$ cat src/rtl/mhd_pkg.sv
`default_nettype none
// ============================================================================
// Module  : mhd_pkg
// Purpose : Shared definitions for the Hamming-distance statistics path.
//           Holds the default distance width (tied to the 64-bit miter, whose
//           per-vector distance spans 0..64), the accumulator state encoding
//           and the result record layout shared with the downstream reporter.
// Ports   : none (package)
// Revision: 1.0 - initial release
// ============================================================================
package mhd_pkg;

    // A 64-bit miter produces distances 0..64, which needs 7 bits.
    localparam int c_mhd_dist_w = 7;
    // Default sample-counter width; run length up to 2^16-1 vectors.
    localparam int c_mhd_cnt_w  = 16;

    typedef enum logic [1:0] {
        ST_IDLE = 2'd0,
        ST_RUN  = 2'd1,
        ST_DONE = 2'd2
    } mhd_state_t;

    // Result record at the default widths.  The sum is wide enough that a
    // full-length run of maximum distances cannot overflow.
    typedef struct packed {
        logic [c_mhd_cnt_w+c_mhd_dist_w-1:0] sum;
        logic [c_mhd_dist_w-1:0]             max;
        logic [c_mhd_cnt_w-1:0]              err_cnt;
        logic [c_mhd_cnt_w-1:0]              over_cnt;
    } mhd_result_t;

endpackage : mhd_pkg
`default_nettype wire

$ cat src/rtl/mhd_accumulator.sv
`default_nettype none
// ============================================================================
// Module  : mhd_accumulator
// Purpose : Streaming statistics over a run of per-vector Hamming distances.
//           A run of num_samples distances is accumulated into sum, maximum,
//           non-zero count and over-threshold count; the record is then
//           offered once through a valid/ready handshake.
// Ports   : clk, rst           - clock, synchronous active-high reset
//           start, num_samples, thresh
//                              - run request and its latched parameters
//           in_valid/in_ready/in_dist
//                              - distance stream (one sample per cycle)
//           busy               - any state other than idle
//           res_valid/res_ready
//                              - result handshake
//           res_sum, res_max, res_err_cnt, res_over_cnt
//                              - result record, straight from accumulators
// Revision: 1.0 - initial release
// ============================================================================
module mhd_accumulator
    import mhd_pkg::*;
#(
    parameter  int DIST_W = c_mhd_dist_w,
    parameter  int CNT_W  = c_mhd_cnt_w,
    localparam int SUM_W  = CNT_W + DIST_W
) (
    input  logic              clk,
    input  logic              rst,
    input  logic              start,
    input  logic [CNT_W-1:0]  num_samples,
    input  logic [DIST_W-1:0] thresh,
    input  logic              in_valid,
    output logic              in_ready,
    input  logic [DIST_W-1:0] in_dist,
    output logic              busy,
    output logic              res_valid,
    input  logic              res_ready,
    output logic [SUM_W-1:0]  res_sum,
    output logic [DIST_W-1:0] res_max,
    output logic [CNT_W-1:0]  res_err_cnt,
    output logic [CNT_W-1:0]  res_over_cnt
);

    localparam logic [CNT_W-1:0] c_cnt_one = {{(CNT_W-1){1'b0}}, 1'b1};

    mhd_state_t         r_state;
    mhd_state_t         w_state_nxt;

    logic               w_in_ready;
    logic               w_res_valid;
    logic               w_busy;
    logic               w_start_acc;
    logic               w_beat;

    logic [CNT_W-1:0]   r_num_samples;
    logic [DIST_W-1:0]  r_thresh;
    // Number of samples accepted so far in this run.
    logic [CNT_W-1:0]   r_count;
    logic [SUM_W-1:0]   r_sum;
    logic [DIST_W-1:0]  r_max;
    logic [CNT_W-1:0]   r_err_cnt;
    logic [CNT_W-1:0]   r_over_cnt;

    assign w_start_acc = start && (r_state == ST_IDLE);
    assign w_beat      = in_valid && w_in_ready;

    // ------------------------------------------------------------------
    // State register
    // ------------------------------------------------------------------
    always_ff @(posedge clk) begin
        if (rst) begin
            r_state <= ST_IDLE;
        end else begin
            r_state <= w_state_nxt;
        end
    end

    // ------------------------------------------------------------------
    // Next state and decoded outputs.  in_ready depends only on the state,
    // so res_ready never reaches in_ready combinationally.
    // ------------------------------------------------------------------
    always_comb begin
        w_state_nxt = r_state;
        w_in_ready  = 1'b0;
        w_res_valid = 1'b0;
        w_busy      = 1'b1;
        case (r_state)
            ST_IDLE: begin
                w_busy = 1'b0;
                if (start) begin
                    // An empty run has nothing to accumulate.
                    w_state_nxt = (num_samples == '0) ? ST_DONE : ST_RUN;
                end
            end
            ST_RUN: begin
                w_in_ready = 1'b1;
                // The beat carrying the final sample closes the run.
                if (in_valid && (r_count == r_num_samples - c_cnt_one)) begin
                    w_state_nxt = ST_DONE;
                end
            end
            ST_DONE: begin
                w_res_valid = 1'b1;
                if (res_ready) begin
                    w_state_nxt = ST_IDLE;
                end
            end
            default: begin
                w_busy      = 1'b0;
                w_state_nxt = ST_IDLE;
            end
        endcase
    end

    // ------------------------------------------------------------------
    // Statistics datapath
    // ------------------------------------------------------------------
    always_ff @(posedge clk) begin
        if (rst) begin
            r_num_samples <= '0;
            r_thresh      <= '0;
            r_count       <= '0;
            r_sum         <= '0;
            r_max         <= '0;
            r_err_cnt     <= '0;
            r_over_cnt    <= '0;
        end else if (w_start_acc) begin
            r_num_samples <= num_samples;
            r_thresh      <= thresh;
            r_count       <= '0;
            r_sum         <= '0;
            r_max         <= '0;
            r_err_cnt     <= '0;
            r_over_cnt    <= '0;
        end else if (w_beat) begin
            r_count <= r_count + c_cnt_one;
            r_sum   <= r_sum + {{CNT_W{1'b0}}, in_dist};
            if (in_dist > r_max) begin
                r_max <= in_dist;
            end
            if (in_dist != '0) begin
                r_err_cnt <= r_err_cnt + c_cnt_one;
            end
            if (in_dist > r_thresh) begin
                r_over_cnt <= r_over_cnt + c_cnt_one;
            end
        end
    end

    assign in_ready     = w_in_ready;
    assign res_valid    = w_res_valid;
    assign busy         = w_busy;
    assign res_sum      = r_sum;
    assign res_max      = r_max;
    assign res_err_cnt  = r_err_cnt;
    assign res_over_cnt = r_over_cnt;

endmodule : mhd_accumulator
`default_nettype wire

$ cat config.mk
export PLATFORM = sky130hd
export DESIGN_NAME = mhd_accumulator
export DESIGN_NICKNAME = d
export VERILOG_FILES = /design/src/rtl/mhd_pkg.sv /design/src/rtl/mhd_accumulator.sv
export SDC_FILE = /design/constraint.sdc
export NUM_CORES = 1
export LEC_CHECK = 0
export BUFFER_PORTS_ARGS = -buffer_cell sky130_fd_sc_hd__buf_2
export CORE_ASPECT_RATIO = 0.9
export CORE_UTILIZATION = 46
export DETAILED_ROUTE_END_ITERATION = 8
export GPL_TIMING_DRIVEN = 0
export PLACE_DENSITY_LB_ADDON = 0.3
export SYNTH_ARGS = -nofsm -noshare
export SYNTH_HDL_FRONTEND = slang
export SYNTH_SLANG_ARGS = --single-unit
$ cat constraint.sdc
create_clock -name clk -period 4.8 [get_ports clk]
set_input_delay 0.24 -clock clk [delete_from_list [all_inputs] [get_ports clk]]
set_output_delay 0.24 -clock clk [all_outputs]
set_load 0.01 [all_outputs]
=== After elaboration in Yosys (flattened, before gate mapping) ===
Index checks and enable logic that the tools add are counted.

* Add/subtract/negate cells: 5
* $lt $le $gt $ge: 2
* Eq/ne operators: 6
* Muxes and demuxes: 8
* Reduce and logical (&&, ||, !) cells: 12

{| class="wikitable"
|+ Operator list
! kind !! count
|-
| adder 16 x 1 -> 16 bit (second input constant) || 3
|-
| adder 23 x 7 -> 23 bit || 1
|-
| == test 16 bit || 1
|-
| zero test 16 bit || 1
|-
| subtractor 16 x 1 -> 16 bit (second input constant) || 1
|-
| > comparator 7 bit || 2
|-
| 2-to-1 mux 2 bit || 4
|-
| nonzero test 7 bit || 1
|-
| != test 2 bit (second input constant) || 3
|-
| case mux 2 bit (3 select lines) || 1
|-
| AND reduction 2 bit || 3
|-
| OR reduction 2 bit || 2
|-
| logical AND 1 bit || 3
|-
| 2-to-1 mux 1 bit || 3
|-
| AND reduction 3 bit || 1
|-
| == test 2 x 1 -> 1 bit (second input constant) || 1
|-
| == test 2 bit (second input constant) || 1
|-
| zero test 2 bit || 1
|}

* Flip-flop bits (word level): 103
* Bits of input ports: 35
* Output and inout bits: 65
* Word-level logic and storage cells: 41

=== Logic depth before layout (Yosys ltp) ===
Gate-level depths: netlist of run 1.

* Depth after elaboration: 5
* Depth in mapped cells: 11
* Gate-level depth less buffers: 10

=== Least setup slack after synthesis of run 1 ===
No wires, ideal clock.

* Kind: flip-flop to flip-flop
* Start: register r_num_samples[0]
* End: register r_state[1]
* Arrival: 2.372 ns
* Setup slack: 2.349 ns
* Cell stages (with the launch flop): 11
* Path buffers: 1
* Period minus slack after synthesis: 2.451 ns
* Cells stage by stage: dfxtp_1 inv_1 ha_1 or4b_1 buf_2 or4b_4 a21oi_2 nor3_1 nor4b_4 nor3_1 a211oi_2

* Cells in the longest elaborated chain, start to end: 5

{| class="wikitable"
|+ Ends and longest elaborated chain
! item !! RTL line !! source
|-
| from (decl) || mhd_accumulator.sv:55 || <nowiki>logic [CNT_W-1:0] r_num_samples;</nowiki>
|-
| from (signal assigned) || mhd_accumulator.sv:128 || <nowiki>r_num_samples <= num_samples;</nowiki>
|-
| subtractor 16 x 1 -> 16 bit || mhd_accumulator.sv:98 || <nowiki>if (in_valid && (r_count == r_num_samples - c_cnt_one)) begin</nowiki>
|-
| == test 16 bit || mhd_accumulator.sv:98 ||
|-
| logical AND 1 bit || mhd_accumulator.sv:98 ||
|-
| != test 2 bit (no source line) || -- ||
|-
| AND reduction 3 bit (no source line) || -- ||
|-
| to (signal assigned) || mhd_accumulator.sv:74 || <nowiki>r_state <= w_state_nxt;</nowiki>
|-
| to (decl) || mhd_accumulator.sv:46 || <nowiki>mhd_state_t r_state;</nowiki>
|}

Every way passes these cells.
A chain may end at the register's enable or synchronous reset.

=== Worst setup path after layout of run 1 ===
* Start: register r_thresh[2]
* End: register r_over_cnt[15], in the netlist res_over_cnt[15]

* Cells in the longest elaborated chain, start to end: 2

{| class="wikitable"
|+ Ends and longest elaborated chain
! item !! RTL line !! source
|-
| from (decl) || mhd_accumulator.sv:56 || <nowiki>logic [DIST_W-1:0] r_thresh;</nowiki>
|-
| from (signal assigned) || mhd_accumulator.sv:129 || <nowiki>r_thresh <= thresh;</nowiki>
|-
| > comparator 7 bit || mhd_accumulator.sv:144 || <nowiki>if (in_dist > r_thresh) begin</nowiki>
|-
| AND reduction 2 bit (no source line) || -- ||
|-
| to (signal assigned) || mhd_accumulator.sv:145 || <nowiki>r_over_cnt <= r_over_cnt + c_cnt_one;</nowiki>
|-
| to (decl) || mhd_accumulator.sv:62 || <nowiki>logic [CNT_W-1:0] r_over_cnt;</nowiki>
|}

Every way passes these cells.

==> results of run 1 <==
## kinds of logic (layout without fill, tap and decap cells)
logic type	count (synthesis)	in the layout	synth area share, %
other	0	1	0
AND/OR/NAND/NOR	290	290	26.4
buffers and inverters	56	170	3.87
multiplexers	8	8	1.46
flip-flops	103	103	37.7
XOR/XNOR	61	61	9.77
AO/OA/AOI/OAI	121	121	14.0
adder cells (fa/ha/maj)	29	29	6.78
## cell usage in the layout (no fill, tap or decap), types with 6 or more instances in the layout
cell / count
nor2_1: 60
a21oi_1: 50
dfxtp_1: 103
mux2i_1: 8
buf_2: 100
xor2_1: 31
o21a_1: 6
clkbuf_1: 19
inv_1: 29
or4_1: 10
and3_1: 11
nor3_1: 16
nor4_1: 12
nand2_1: 101
or3_1: 14
nand3_1: 19
nand4_1: 16
xnor2_1: 30
o31ai_1: 6
buf_1: 8
o21ai_0: 19
ha_1: 28
clkbuf_16: 9
## how the worst max path moves through the flow
stage | endpoint | slack, ns
5_1_grt | res_over_cnt[9] | 1.47
6_report | res_over_cnt[15] | 1.69
4_1_cts | res_over_cnt[15] | 1.73
2_1_floorplan | r_state[1] | 2.35
3_3_place_gp | res_over_cnt[15] | 1.81
3_5_place_dp | res_over_cnt[9] | 1.70
## stage by stage
stage	hold slack, ns	worst slack (ns)	instance area (sq um)	utilization [%]	total power [mW]
2_1_floorplan	0.376	2.35	5470	-	1.48
3_3_place_gp	0.446	1.81	6160	53.6	1.65
3_5_place_dp	0.452	1.70	6160	53.6	1.68
4_1_cts	0.117	1.73	6460	56.2	2.43
5_1_grt	0.123	1.47	6460	56.2	2.56
6_report	0.132	1.69	6460	56.3	2.43
## layer usage
metal | part of all wire, % | wire, microns | GRT usage [%]
met1 | 47 | 6500 | 31.1
met2 | 45 | 6280 | 37.4
met3 | 7.3 | 1020 | 8.28
met4 | 0.90 | 126 | 4.70
met5 | 0.19 | 26 | 0
## sequential cells by signal, summed over array words and instances, names as in the netlist
| name | cells |
|---|---|
| res_over_cnt | 16 |
| r_count | 16 |
| r_thresh | 7 |
| res_sum | 23 |
| r_num_samples | 16 |
| r_state | 2 |
| res_err_cnt | 16 |
| res_max | 7 |
## worst max-delay path, stage by stage (launching register included)
cell and delay (ns):
dfxtp_1 0.33, inv_1 0.05, ha_1 0.29, a21o_1 0.16, a21o_1 0.17, a211o_1 0.29
a21o_1 0.18, a21oi_1 0.45, clkbuf_1 0.35, clkbuf_1 0.38, o311ai_0 0.22, o41ai_1 0.12
## area by class of cell
class	instances	area [sq um]	area share [%]
flip-flops and latches	103	2060	31.9
inverters	29	109	1.69
clock inverters	3	42.5	0.659
well taps	156	195	3.02
plain buffers	27	103	1.59
repair buffers	99	495	7.67
diodes	1	2.50	0.0387
multi-input cells	509	3190	49.4
clock buffers	12	256	3.97
## report_power, final
group | total, mW | internal (mW) | switching [mW] | leakage, nW
clock | 0.752 | 0.430 | 0.322 | 0.145
combinational | 0.711 | 0.257 | 0.454 | 1.55
sequential | 0.964 | 0.909 | 0.0555 | 0.834
==> flow_metrics.env, run 1 <==
export IMPL_outcome="finished, final reports clean"
export IMPL_reg2reg_from="r_thresh[2]"
export IMPL_firstDrtPassIters=5
export IMPL_die_width_microns=117
export IMPL_final_period_utilization_pct=64.7
export IMPL_clock_sinks=103
export IMPL_synthTopCellsByArea="dfxtp_1 38%, nand2_1 6.9%, ha_1 6.4%"
export IMPL_crit_type="register to register"
export IMPL_layout_drive_gt1_share_pct=15.3
export IMPL_core_area_sq_mm=0.0115
export IMPL_final_antenna_net_count=0
export IMPL_netlist_instances=668
export IMPL_peakVddDrop_mv=0.261
export IMPL_syn_cell_area_sq_mm=0.00547
export IMPL_hold_viol=0
export IMPL_ios=100
export IMPL_rsz0062_at_grt="no"
export IMPL_initial_core_util_pct=47.6
export IMPL_hpwl_mm=10.2
export IMPL_final_setup_tns_ns=0
export IMPL_clock_path_buffers=2
export IMPL_avgSynthCellArea_sq_um=8.18
export IMPL_cts_hold_buffers=0
export IMPL_fp_row_count=37
export IMPL_cts_tree="built"
export IMPL_worstMarginPinSlew_ns=0.923
export IMPL_yosysUniqueCellTypes=56
export IMPL_finalWeightedCongestion=0.845
export IMPL_min_from="thresh[0]"
export IMPL_synth_async_reset_ratio_pct=0
export IMPL_port_buffers=99
export IMPL_grt_ovfl_total=0
export IMPL_dp_cells=923
export IMPL_grt_max_degree=16
export IMPL_synth_edf_count=0
export IMPL_slew_limit_headroom_pct=38.5
export IMPL_power_per_cell_area_mw_per_mm2=376
export IMPL_yosys_area_top_type="dfxtp_1"
export IMPL_grt_first_pass_wirelength_mm=23.1
export IMPL_vias_per_cell=5.56
export IMPL_postSynthNetCount=732
export IMPL_htree_num_levels=3
export IMPL_post_cts_buffers=0
export IMPL_p_leak_nw=2.52
export IMPL_antenna_found_initial=3
export IMPL_cts_root_buf="clkbuf_16"
export IMPL_r2r_end="res_over_cnt[15]"
export IMPL_wire_per_inst_microns=14.9
export IMPL_setup_worst_path_start="r_thresh[2]"
export IMPL_critPathLaunchType="register"
export IMPL_synth_top_area_share_pct=37.7
export IMPL_synth_most_common_cell="dfxtp_1"
export IMPL_critical_path_max_fanout=10
export IMPL_die_y_microns=105
export IMPL_required_ns=5.03
export IMPL_clk_pin_slew_ns=0.07
export IMPL_grt_usage_pct=23.7
export IMPL_clk_latency_ns=0.35
export IMPL_arrival_ns=3.34
export IMPL_hold_depth=3
export IMPL_cts_inserted_buffers=9
export IMPL_ys_seq_area_share_pct=37.7
export IMPL_setup_viol=0
export IMPL_clock_skew_ns=0.00658
export IMPL_area_delta_synth_final_pct=18.2
export IMPL_rr_worst_depth=11
export IMPL_grt_pass1_vias=4932
export IMPL_wirelength_mm=14.0
export IMPL_stdcell_count=939
export IMPL_vias=5217
export IMPL_drc_errors=0
export IMPL_cts_resized=0
export IMPL_dieArea_sq_mm=0.0123
export IMPL_drt_iter0_drc=414
export IMPL_nFillCells=1078
export IMPL_end_kind="register"
export IMPL_hp_class="input port to register"
export IMPL_r2r_slack_ns=1.69
export IMPL_fmax_mhz=322
export IMPL_ys_seq_elements=103
export IMPL_synth_main_ff_cell="dfxtp_1"
export IMPL_yosys_warnings=0
export IMPL_drv_slew=0
export IMPL_layout_min_cycle_time_ns=3.11
export IMPL_maxCapViolCount=0
export IMPL_synthTopCellsByCount="103 x dfxtp_1, 101 x nand2_1, 60 x nor2_1"
export IMPL_min_to="r_thresh[0]"
export IMPL_nets=842
Power figures use the tool's default switching activity.
==> inputs of run 2 (changes only) <==
==> constraint.sdc (replaced) <==
create_clock -name clk -period 2.72 [get_ports clk]
set_input_delay 0.136 -clock clk [delete_from_list [all_inputs] [get_ports clk]]
set_output_delay 0.136 -clock clk [all_outputs]
set_load 0.01 [all_outputs]
==> flow_metrics.env, run 2 (synthesis results as in run 1) <==
export IMPL_outcome="finished, final reports clean"
export IMPL_hold_viol=0
export IMPL_drv_slew=0
export IMPL_grt_max_degree=16
export IMPL_layout_min_cycle_time_ns=2.67
export IMPL_cts_inserted_buffers=9
export IMPL_nets=845
export IMPL_grt_first_pass_wirelength_mm=23.1
export IMPL_largest_reg_flops=23
export IMPL_wirelength_mm=14.1
export IMPL_drc_errors=0
export IMPL_clock_skew_ns=0.00630
export IMPL_critPathLaunchType="register"
export IMPL_initial_core_util_pct=47.6
export IMPL_cts_root_buf="clkbuf_16"
export IMPL_drt_iter0_drc=423
export IMPL_power_per_cell_area_mw_per_mm2=663
export IMPL_area_delta_synth_final_pct=19.7
export IMPL_wire_per_inst_microns=15.0
export IMPL_die_width_microns=117
export IMPL_port_buffers=99
export IMPL_crit_type="register to register"
export IMPL_clk_latency_ns=0.35
export IMPL_grt_usage_pct=23.6
export IMPL_dpl_cell_area_sq_mm=0.00616
export IMPL_htree_num_levels=3
export IMPL_r2r_end="r_state[0]"
export IMPL_end_kind="register"
export IMPL_maxCapViolCount=0
export IMPL_hpwl_mm=10.2
export IMPL_core_area_sq_mm=0.0115
export IMPL_worstMarginPinSlew_ns=0.716
export IMPL_layout_drive_gt1_share_pct=17.2
export IMPL_slew_limit_headroom_pct=52.2
export IMPL_required_ns=2.95
export IMPL_arrival_ns=2.90
export IMPL_dieArea_sq_mm=0.0123
export IMPL_final_period_utilization_pct=98.0
export IMPL_final_cell_mix="102 x dfxtp_1, 101 x nand2_1, 99 x buf_2"
export IMPL_ios=100
export IMPL_cts_tree="built"
export IMPL_grt_ovfl_total=0
export IMPL_grt_pass1_vias=4928
export IMPL_critical_path_max_fanout=10
export IMPL_min_to="r_thresh[3]"
export IMPL_hp_class="input port to register"
export IMPL_final_cell_area_sq_mm=0.00655
export IMPL_fp_row_count=37
export IMPL_rr_worst_depth=10
export IMPL_vias_per_cell=5.56
export IMPL_clock_path_buffers=2
export IMPL_die_y_microns=105
export IMPL_setup_viol=0
export IMPL_vias=5236
export IMPL_p_leak_nw=2.55
export IMPL_final_antenna_net_count=0
export IMPL_reg2reg_from="r_num_samples[0]"
export IMPL_hold_depth=3
export IMPL_clk_pin_slew_ns=0.07
export IMPL_clock_sinks=103
export IMPL_fmax_mhz=375
export IMPL_finalWeightedCongestion=0.845
export IMPL_min_from="thresh[3]"
export IMPL_firstDrtPassIters=5
export IMPL_r2r_slack_ns=0.05
export IMPL_antenna_found_initial=3
export IMPL_final_core_util_pct=57.0
export IMPL_peakVddDrop_mv=0.457
export IMPL_layout_commonest_cell="dfxtp_1"
export IMPL_nFillCells=1065
## run 2: changes by cell type in the layout (fill, tap and decap cells not counted), sizes merged
| cell | change |
|---|---|
| buf | +3 |
## run 2: power breakdown
part / switching (mW) / leakage (nW) / internal [mW]
Sequential: 0.0998 / 0.834 / 1.60
Combinational: 0.820 / 1.58 / 0.487
Clock: 0.571 / 0.145 / 0.758
Total: 1.49 / 2.55 / 2.85
## run 2: what timing repair did
item                       4_1_cts  5_1_grt
resized for setup                5       17
buffers inserted                 0        3
hold buffers                     0        0
setup endpoints to repair       19       32
pin swaps                        0        4
## run 2: layer usage
| metal | track usage, % | share of wire (%) |
|---|---|---|
| met1 | 31.0 | 46 |
| met2 | 37.4 | 45 |
| met3 | 8.22 | 7.1 |
| met4 | 4.70 | 0.81 |
| met5 | 0 | 0.19 |
## run 2: worst max path at each step
stage	startpoint	end	slack, ns	depth (start not counted)
finish	r_num_samples[0]	r_state[0]	0.05	10
global route	r_num_samples[0]	r_state[0]	-0.03	10
CTS	r_num_samples[0]	r_state[1]	0.007	10
detailed placement	r_thresh[2]	res_over_cnt[9]	-0.30	11
global placement	r_thresh[2]	res_over_cnt[15]	-0.20	11
floorplan	r_num_samples[0]	r_state[1]	0.27	10
## run 2: worst max-delay path, stage by stage, from the launching register on
cell	delay, ns
dfxtp_2	0.34
inv_1	0.09
ha_4	0.14
or4b_4	0.46
buf_6	0.16
or4b_4	0.51
a21oi_2	0.14
nor3_1	0.08
nor4b_4	0.39
buf_4	0.18
o41ai_1	0.05
## run 2: layout make-up
| cell class | instances | area, sq um | area share (%) |
|---|---|---|---|
| multi-input cells | 509 | 3240 | 49.5 |
| diodes | 1 | 2.50 | 0.0382 |
| inverters | 29 | 109 | 1.66 |
| well taps | 156 | 195 | 2.98 |
| plain buffers | 27 | 118 | 1.80 |
| clock inverters | 3 | 42.5 | 0.650 |
| repair buffers | 102 | 518 | 7.91 |
| flip-flops and latches | 103 | 2060 | 31.5 |
| clock buffers | 12 | 256 | 3.92 |
## run 2: stage by stage
step	hold WS, ns	TNS, ns	total power, mW	cells	worst slack (ns)
CTS	0.0130	0	4.30	938	0.00686
finish	0.0243	0	4.34	942	0.0536
floorplan	0.272	0	2.62	668	0.269
global route	0.0191	-0.0521	4.58	941	-0.0314
detailed placement	0.388	-3.81	2.97	923	-0.297
global placement	0.386	-2.41	2.92	923	-0.201
==> inputs of run 3 (changes only) <==
--- a/config.mk
+++ b/config.mk
@@ -10,6 +10,7 @@
 export CORE_UTILIZATION = 46
 export DETAILED_ROUTE_END_ITERATION = 8
 export GPL_TIMING_DRIVEN = 0
+export HOLD_SLACK_MARGIN = 0.06
 export PLACE_DENSITY_LB_ADDON = 0.3
 export SYNTH_ARGS = -nofsm -noshare
 export SYNTH_HDL_FRONTEND = slang
==> flow_metrics.env, run 3 (synthesis results as in run 1) <==
export IMPL_area_delta_synth_final_pct=23.7
export IMPL_worstMarginPinSlew_ns=0.729
export IMPL_wirelength_mm=14.3
export IMPL_layout_min_cycle_time_ns=2.67
export IMPL_critical_path_max_stage_delay_ns=0.51
export IMPL_maxCapViolCount=0
export IMPL_core_area_sq_mm=0.0115
export IMPL_required_ns=2.95
export IMPL_final_antenna_net_count=0
export IMPL_hold_viol=0
export IMPL_grt_first_pass_wirelength_mm=23.4
export IMPL_clock_sinks=103
export IMPL_layout_drive_gt1_share_pct=16.7
export IMPL_worst_slack_ns=0.0506
export IMPL_wire_per_inst_microns=14.9
export IMPL_grt_ovfl_total=0
export IMPL_hpwl_mm=10.2
export IMPL_drt_iter0_drc=443
export IMPL_finalWeightedCongestion=0.845
export IMPL_antenna_found_initial=0
export IMPL_end_kind="register"
export IMPL_clk_pin_slew_ns=0.07
export IMPL_setup_viol=0
export IMPL_htree_num_levels=3
export IMPL_n_antenna_cell=0
export IMPL_critical_path_top_delay_family="simple AND/OR/NAND/NOR gates"
export IMPL_peakVddDrop_mv=0.460
export IMPL_p_leak_nw=2.65
export IMPL_final_period_utilization_pct=98.1
export IMPL_crit_chain="inv_1 -> ha_4 -> or4b_4 -> buf_6 -> or4b_4 -> a21oi_2 -> nor3_1 -> nor4b_4 -> buf_4 -> o41ai_1"
export IMPL_fmax_mhz=375
export IMPL_ios=100
export IMPL_vias=5314
export IMPL_outcome="finished, final reports clean"
export IMPL_critPathLaunchType="register"
export IMPL_arrival_ns=2.90
export IMPL_cts_tree="built"
export IMPL_holdWs_ns=0.0858
export IMPL_largest_reg_flops=23
export IMPL_total_power_mw=4.36
export IMPL_cts_inserted_buffers=9
export IMPL_drv_slew=0
export IMPL_port_buffers=99
export IMPL_r2r_slack_ns=0.05
export IMPL_clock_skew_ns=0.00719
export IMPL_layout_commonest_cell="dfxtp_1"
export IMPL_final_setup_tns_ns=0
export IMPL_crit_type="register to register"
export IMPL_nets=867
export IMPL_critical_path_slowest_cell="or4b_4"
export IMPL_drc_errors=0
export IMPL_die_y_microns=105
export IMPL_pre_cts_ws_ns=-0.297
export IMPL_final_cell_mix="102 x dfxtp_1, 101 x nand2_1, 99 x buf_2"
export IMPL_critical_path_max_fanout=10
export IMPL_firstDrtPassIters=5
export IMPL_fp_row_count=37
export IMPL_grt_usage_pct=23.9
export IMPL_die_width_microns=117
export IMPL_hp_class="input port to register"
export IMPL_clock_path_buffers=2
export IMPL_grt_max_degree=16
export IMPL_grt_pass1_vias=5016
export IMPL_crit_top_cell="or4b_4"
export IMPL_initial_core_util_pct=47.6
export IMPL_slew_limit_headroom_pct=51.3
export IMPL_power_per_cell_area_mw_per_mm2=645
export IMPL_dieArea_sq_mm=0.0123
export IMPL_timing_critical_path_buf_inv=3
export IMPL_vias_per_cell=5.52
export IMPL_clk_latency_ns=0.35
export IMPL_cts_root_buf="clkbuf_16"
## run 3: cell count changes in the layout (fill, tap and decap cells not counted)
cell,previous run,this run
diode_2,1,0
dlygate4sd3_1,0,22
## run 3: worst reg2reg max path, cell delays in order (launching register included)
cell     delay, ns
dfxtp_2       0.34
inv_1         0.09
ha_4          0.14
or4b_4        0.46
buf_6         0.16
or4b_4        0.52
a21oi_2       0.14
nor3_1        0.08
nor4b_4       0.40
buf_4         0.18
o41ai_1       0.05
## run 3: power by group
group	total [mW]	switching, mW	internal (mW)	leakage, nW
clock network	1.32	0.567	0.758	0.145
logic	1.33	0.825	0.508	1.67
registers	1.71	0.101	1.60	0.834
## run 3: per-layer routing
metal	global-route usage (%)	wire length (microns)
met2	38.5	6640
met1	31.3	6600
met4	4.70	109
met5	0	0
met3	7.65	956
## run 3: what timing repair did
action / 4_1_cts / 5_1_grt
hold buffers: 22 / 0
buffers inserted: 0 / 3
endpoints found under the setup margin: 19 / 32
gates resized for setup: 5 / 17
hold endpoints to repair: 22 / 0
pin swaps: 0 / 4
## run 3: final cells by class
cell class | instances | area, sq um
Timing Repair Buffer | 124 | 738
Inverter | 29 | 109
Multi-Input combinational cell | 509 | 3240
Clock buffer | 12 | 256
Fill cell | 1047 | 4720
Clock inverter | 3 | 42.5
Tap cell | 156 | 195
Sequential cell | 103 | 2060
Buffer | 27 | 118
## run 3: worst paths after layout
kind                    startpoint               end  cells after the start
setup / recovery  r_num_samples[0]        r_state[0]                     10
hold reg to reg        r_thresh[3]       r_thresh[3]                      2
hold / removal      num_samples[0]  r_num_samples[0]                      3
setup reg to reg  r_num_samples[0]        r_state[0]                     10
## run 3: stage by stage
| stage | std cells | area, sq um | util [%] |
|---|---|---|---|
| finish | 963 | 6760 | 58.9 |
| detailed placement | 923 | 6160 | 53.6 |
| CTS | 960 | 6690 | 58.3 |
| global placement | 923 | 6160 | 53.6 |
| floorplan | 668 | 5470 | - |
| global route | 963 | 6760 | 58.9 |
